$ cat src/rtl/uart_pkg.sv
// ============================================================================
// Module      : uart_pkg
// Description : Shared UART definitions (oversampling, sample points, RX FSM).
// Revision    : 1.0 - initial release
// ============================================================================
`default_nettype none

package uart_pkg;

  localparam int OVERSAMPLE = 16;
  localparam int OS_W       = $clog2(OVERSAMPLE);

  typedef logic [OS_W-1:0] os_cnt_t;

  localparam os_cnt_t SAMPLE_LO  = os_cnt_t'(7);
  localparam os_cnt_t SAMPLE_MID = os_cnt_t'(8);
  localparam os_cnt_t SAMPLE_HI  = os_cnt_t'(9);

  typedef enum logic [2:0] {
    RX_IDLE   = 3'd0,
    RX_START  = 3'd1,
    RX_DATA   = 3'd2,
    RX_PARITY = 3'd3,
    RX_STOP   = 3'd4
  } rx_state_t;

  function automatic logic maj3(input logic a, input logic b, input logic c);
    return (a & b) | (a & c) | (b & c);
  endfunction

endpackage

`default_nettype wire

$ cat src/rtl/uart_baud_tick.sv
// ============================================================================
// Module      : uart_baud_tick
// Description : Oversample tick generator; reloadable down-counter on baud_div.
// Revision    : 1.0 - initial release
// ============================================================================
`default_nettype none

module uart_baud_tick #(
  parameter int DIV_W = 16
) (
  input  logic             pclk,
  input  logic             presetn,
  input  logic [DIV_W-1:0] baud_div,
  input  logic             reload,
  output logic             tick
);

  logic [DIV_W-1:0] r_cnt;

  always_ff @(posedge pclk or negedge presetn) begin
    if (!presetn) begin
      r_cnt <= '0;
    end else if (reload || (r_cnt == '0)) begin
      r_cnt <= baud_div;
    end else begin
      r_cnt <= r_cnt - DIV_W'(1);
    end
  end

  assign tick = (r_cnt == '0);

endmodule

`default_nettype wire

$ cat src/rtl/uart_rx_core.sv
// ============================================================================
// Module      : uart_rx_core
// Description : 16x oversampling 8N1 (+optional parity) receiver with a
//               one-entry valid/ready holding register and error flags.
// Revision    : 1.0 - initial release
// ============================================================================
`default_nettype none

module uart_rx_core #(
  parameter int DIV_W = 16
) (
  input  logic             pclk,
  input  logic             presetn,
  input  logic             rxd,
  input  logic [DIV_W-1:0] baud_div,
  input  logic             parity_en,
  input  logic             parity_odd,
  output logic [7:0]       rx_data,
  output logic             rx_valid,
  input  logic             rx_ready,
  output logic             frame_err,
  output logic             parity_err,
  output logic             overrun
);

  import uart_pkg::*;

  logic      r_sync1, r_rxs, r_rxs_d;
  logic      w_fall, w_tick, w_active, w_vote_tick, w_vote;
  logic      w_start, w_shift, w_par_chk, w_deliver;
  rx_state_t r_state, w_state_nxt;
  os_cnt_t   r_os_cnt, w_os_nxt;
  logic [2:0] r_bit_cnt;
  logic      r_s_lo, r_s_mid;
  logic [7:0] r_shift;
  logic      r_par_pend;

  always_ff @(posedge pclk or negedge presetn) begin
    if (!presetn) begin
      r_sync1 <= 1'b1;
      r_rxs   <= 1'b1;
      r_rxs_d <= 1'b1;
    end else begin
      r_sync1 <= rxd;
      r_rxs   <= r_sync1;
      r_rxs_d <= r_rxs;
    end
  end

  assign w_fall = r_rxs_d & ~r_rxs;

  // Reload on the start edge so every sample point is phase-locked to it.
  uart_baud_tick #(
    .DIV_W (DIV_W)
  ) u_baud_tick (
    .pclk     (pclk),
    .presetn  (presetn),
    .baud_div (baud_div),
    .reload   (w_start),
    .tick     (w_tick)
  );

  assign w_active    = (r_state != RX_IDLE);
  assign w_os_nxt    = r_os_cnt + os_cnt_t'(1);
  assign w_vote_tick = w_tick & w_active & (w_os_nxt == SAMPLE_HI);
  assign w_vote      = maj3(r_s_lo, r_s_mid, r_rxs);

  always_ff @(posedge pclk or negedge presetn) begin
    if (!presetn) begin
      r_state <= RX_IDLE;
    end else begin
      r_state <= w_state_nxt;
    end
  end

  always_comb begin
    w_state_nxt = r_state;
    case (r_state)
      RX_IDLE:   if (w_fall) w_state_nxt = RX_START;
      RX_START:  if (w_vote_tick) w_state_nxt = w_vote ? RX_IDLE : RX_DATA;
      RX_DATA:   if (w_vote_tick && (r_bit_cnt == 3'd7))
                   w_state_nxt = parity_en ? RX_PARITY : RX_STOP;
      RX_PARITY: if (w_vote_tick) w_state_nxt = RX_STOP;
      RX_STOP:   if (w_vote_tick) w_state_nxt = RX_IDLE;
      default:   w_state_nxt = RX_IDLE;
    endcase
  end

  always_comb begin
    w_start   = 1'b0;
    w_shift   = 1'b0;
    w_par_chk = 1'b0;
    w_deliver = 1'b0;
    case (r_state)
      RX_IDLE:   w_start   = w_fall;
      RX_DATA:   w_shift   = w_vote_tick;
      RX_PARITY: w_par_chk = w_vote_tick;
      RX_STOP:   w_deliver = w_vote_tick;
      default:   ;
    endcase
  end

  // os_cnt holds the tick count within the bit; the vote lands on the 9th.
  always_ff @(posedge pclk or negedge presetn) begin
    if (!presetn) begin
      r_os_cnt   <= '0;
      r_bit_cnt  <= '0;
      r_s_lo     <= 1'b1;
      r_s_mid    <= 1'b1;
      r_shift    <= '0;
      r_par_pend <= 1'b0;
    end else begin
      if (w_start) begin
        r_os_cnt   <= '0;
        r_bit_cnt  <= '0;
        r_par_pend <= 1'b0;
      end else if (w_tick && w_active) begin
        r_os_cnt <= w_os_nxt;
      end
      if (w_tick && w_active && (w_os_nxt == SAMPLE_LO)) r_s_lo  <= r_rxs;
      if (w_tick && w_active && (w_os_nxt == SAMPLE_MID)) r_s_mid <= r_rxs;
      if (w_shift) begin
        r_shift   <= {w_vote, r_shift[7:1]};
        r_bit_cnt <= r_bit_cnt + 3'd1;
      end
      if (w_par_chk) r_par_pend <= (^r_shift) ^ w_vote ^ parity_odd;
    end
  end

  always_ff @(posedge pclk or negedge presetn) begin
    if (!presetn) begin
      rx_data    <= '0;
      rx_valid   <= 1'b0;
      frame_err  <= 1'b0;
      parity_err <= 1'b0;
      overrun    <= 1'b0;
    end else begin
      overrun <= 1'b0;
      if (w_deliver && (!rx_valid || rx_ready)) begin
        rx_data    <= r_shift;
        frame_err  <= ~w_vote;
        parity_err <= r_par_pend;
        rx_valid   <= 1'b1;
      end else begin
        if (w_deliver) overrun <= 1'b1;
        if (rx_valid && rx_ready) rx_valid <= 1'b0;
      end
    end
  end

endmodule

`default_nettype wire

$ cat config.mk
export PLATFORM = sky130hd
export DESIGN_NAME = uart_rx_core
export DESIGN_NICKNAME = d
export VERILOG_FILES = /design/src/rtl/uart_pkg.sv /design/src/rtl/uart_baud_tick.sv /design/src/rtl/uart_rx_core.sv
export SDC_FILE = /design/constraint.sdc
export NUM_CORES = 1
export LEC_CHECK = 0
export ABC_AREA = 1
export CAP_MARGIN = 20
export CORE_UTILIZATION = 60
export CTS_BUF_LIST = sky130_fd_sc_hd__clkbuf_16
export DETAILED_ROUTE_END_ITERATION = 7
export PLACE_DENSITY_LB_ADDON = 0.1
export SLEW_MARGIN = 20
export SYNTH_ARGS = -nofsm -noshare
export SYNTH_HDL_FRONTEND = slang
export SYNTH_SLANG_ARGS = --single-unit
$ cat constraint.sdc
create_clock -name pclk -period 3.7 [get_ports pclk]
set_input_delay 0.555 -clock pclk [delete_from_list [all_inputs] [get_ports pclk]]
set_output_delay 0.555 -clock pclk [all_outputs]
set_load 0.01 [all_outputs]
==> metrics <==
run status=complete, but fails checks; failing checks=design-rule violations; Min-Delay Path Class=in -> async; metal1 wirelength=2326 µm; fin util=74.01%; hold_buf cts=0; largest net degree at the start of global routing=35; Mapped Nets=around 350; slew margin rel.=roughly half; type of the worst setup path=reg -> reg; Period minus WS final=1989 ps; Critical-path top delay cell=dfrtp_1; Area Overhead vs Synth=16.74%; final net count=387; CP max stage delay=440 ps; Synth warnings=0; crit-path cells=ha_1, inv_1, nand2_1, nand2_1, nand3_1, nor2_1, nand2_4, clkinv_2, nand3_4, nand2_1, o21ai_2; PostCTS Resize Cnt=0; TritonCTS clock tree=done; vias per cell=around 5.3; Tot Pwr=around 1700 µW; row cnt=24; Place WS=1722 ps; reg2reg end=rx_data[0]$_DFFE_PN0P_; max-cap check violation count=0; GRT overflow=0; top post-synthesis cells by area=dfrtp_1 42%, nand2_1 9.6%, o21ai_0 5.7%; Initial Util=63.40%; synthesized flop and latch total=52; first-pass GRT wire length=roughly 9000 µm; post-synthesis cell area=2818 µm²; synth unique cells=33; Crit Path Max Fanout=21; H-tree Lvls=2; most frequent CP cell=nand2_1; Max Fclk=502.9 MHz; root buf cell=clkbuf_16; end of the critical path=rx_data[0]$_DFFE_PN0P_; sequential cell area fraction in the yosys report=46.40%; R2R Setup Slk=about 1700 ps; antenna violations before repair=0; cell count after synthesis=322; Post-synth ARST share=100.0%; Pint=approximately 1100 µW; gpl congestion=0.8866; CP startpoint kind=register; Logic pwr share=29.9%; critical path depth in cells=11; area leader, netlist=dfrtp_1; crit path launch=r_os_cnt[1]$_DFFE_PN0P_; wire length on met2=2538 µm; Crit. End Element=register; share of layout cells above drive strength 1=15.41%; Global Route Usage Sum=23.13%; worst skew pair latency=280 ps; top-area cell type share of the netlist area=a little over two fifths; die area=approximately 5000 µm²; slew of the pin with the lowest slew margin=approximately 730 ps; Clock Skews=3.959 ps; Clock power frac=between 20% and 30%; Post-CTS Setup Repair Bufs=0; Critical Path AT=2160 ps; I/O Buffers=33; die width=70.53 µm; top_reg_cell synth=dfrtp_1; Seq pwr share=45.6%; Avg Cell Area, Syn=8.751 µm²; uppermost layer routed=met4; Crit path max-delay family=simple AND/OR/NAND/NOR gates; reg2reg path depth=11; Ports=34; TritonRoute pass-1 iters=6; reg2reg start=r_os_cnt[1]$_DFFE_PN0P_; CTS max path bufs=2; Layout fillers=338; # DRC=5; Die Y=~71 µm; Power Dens Cells=approximately 530 nW/µm²; Final WS setup=1711 ps; most common cell in the netlist=nand2_1; Final Hold Vio Count=0; peak supply drop=0.0003421 V; sw frac=a little over a third; vias in the first global route=approximately 2,100; WP buf/inv=2; RSZ-0062 raised after global routing=false; CP required=3870 ps; clock-pin slew on the worst setup and hold paths=~60 ps; final count of negative-setup-slack endpoints=0; met3 wire length=around 220 µm; total CTS buffers=5; final slew viol count=0; Leakage=between 0.0015 and 0.002 µW; total negative slack=0 ps; drt total wl=5168 µm; diodes inserted=0; Sw Pwr=between 600 and 700 µW; post-detail-place hpwl=between 3000 and 4000 µm; routed via count=about 2,200; DR WL/cell=12.64 µm; Post-DRT Antenna Nets=0; Core Area=4444 µm²; CTS sink cnt=52; Final period util=between 50% and 60%; top post-synthesis cells by count=72 x nand2_1, 47 x dfrtp_1, 34 x inv_1, 32 x o21ai_0, 20 x nor2_1; initial drt markers=107; Post-synth EDFFs=0
==> power groups by stage <==
stage	logic [µW]	clock network [µW]	registers, µW
final	520	427	793
after global routing	589	456	807
after floorplan	412	0	777
after global placement	497	0	795
after detailed placement	514	0	800
after CTS	519	434	791
==> worst min path at each step <==
stage | startpoint | to | slack (ps)
3_5_place_dp | r_sync1$_DFF_PN1_ | r_rxs$_DFF_PN1_ | 350
2_1_floorplan | presetn | frame_err$_DFFE_PN0P_ | 260
3_3_place_gp | r_sync1$_DFF_PN1_ | r_rxs$_DFF_PN1_ | 350
5_1_grt | r_sync1$_DFF_PN1_ | r_rxs$_DFF_PN1_ | 370
6_report | presetn | r_os_cnt[3]$_DFFE_PN0P_ | 330
4_1_cts | presetn | r_os_cnt[3]$_DFFE_PN0P_ | 350
==> stage by stage <==
step                      cells  hold WS [ps]  area (µm²)
after floorplan             322         259.4        2818
after global placement      402         350.0        3156
after detailed placement    402         353.7        3156
after CTS                   409         350.9        3289
after global routing        409         366.4        3289
final                       409         329.7        3289
==> cell families after synthesis <==
logic type               Yosys count  share of synthesized area, %
adder cells (fa/ha/maj)            8                         3.553
flip-flops                        52                         46.40
buffers and inverters             44                         7.237
XOR/XNOR                          21                         6.528
AO/OA/AOI/OAI                     49                         10.35
AND/OR/NAND/NOR                  148                         25.93
==> area by class of cell <==
cell class	instances	area, µm²	area share (%)
Inverter	38	143.9	4.374
Timing Repair Buffer	34	332.8	10.12
Clock buffer	5	125.1	3.804
Clock inverter	2	8.758	0.2663
Multi-Input combinational cell	226	1306	39.71
Tap cell	52	65.06	1.978
Sequential cell	52	1308	39.75
==> cell usage in the layout, fill, tap and decap left out <==
cell              n
nand2_1          72
dfrtp_1          47
inv_1            35
o21ai_0          32
clkdlybuf4s50_1  32
nor2_1           20
nand3_1          19
xnor2_1          13
nand2_2          12
o21ai_2          10
xor2_1            8
ha_1              8
nor2_2            6
nand4_1           6
clkbuf_16         5
dfstp_2           5
inv_2             3
nor3_2            2
nand3b_1          2
o21ai_1           2
nor3_1            2
clkinv_2          2
a21oi_1           2
o31ai_1           1
nor3_4            1
a21oi_2           1
or2_2             1
nor3b_2           1
nor2_4            1
nand2_4           1
nor2_8            1
a21o_1            1
nand3_4           1
buf_2             1
buf_4             1
==> per-layer routing <==
layer  global-route usage (%)  vias to the layer above
met5                        0                        -
met4                    8.000                        0
li1                         -                     1093
met2                    40.45                       54
met3                    4.274                       10
met1                    29.12                     1014
==> registers in the layout, indices dropped and copies added (netlist names), 3 cells and up <==
| name | cells |
|---|---|
| r_bit_cnt | 3 |
| r_os_cnt | 4 |
| r_shift | 8 |
| r_state | 3 |
| rx_data | 8 |
| u_baud_tick.r_cnt | 16 |
Note: power is estimated with default switching activity, not from simulation.
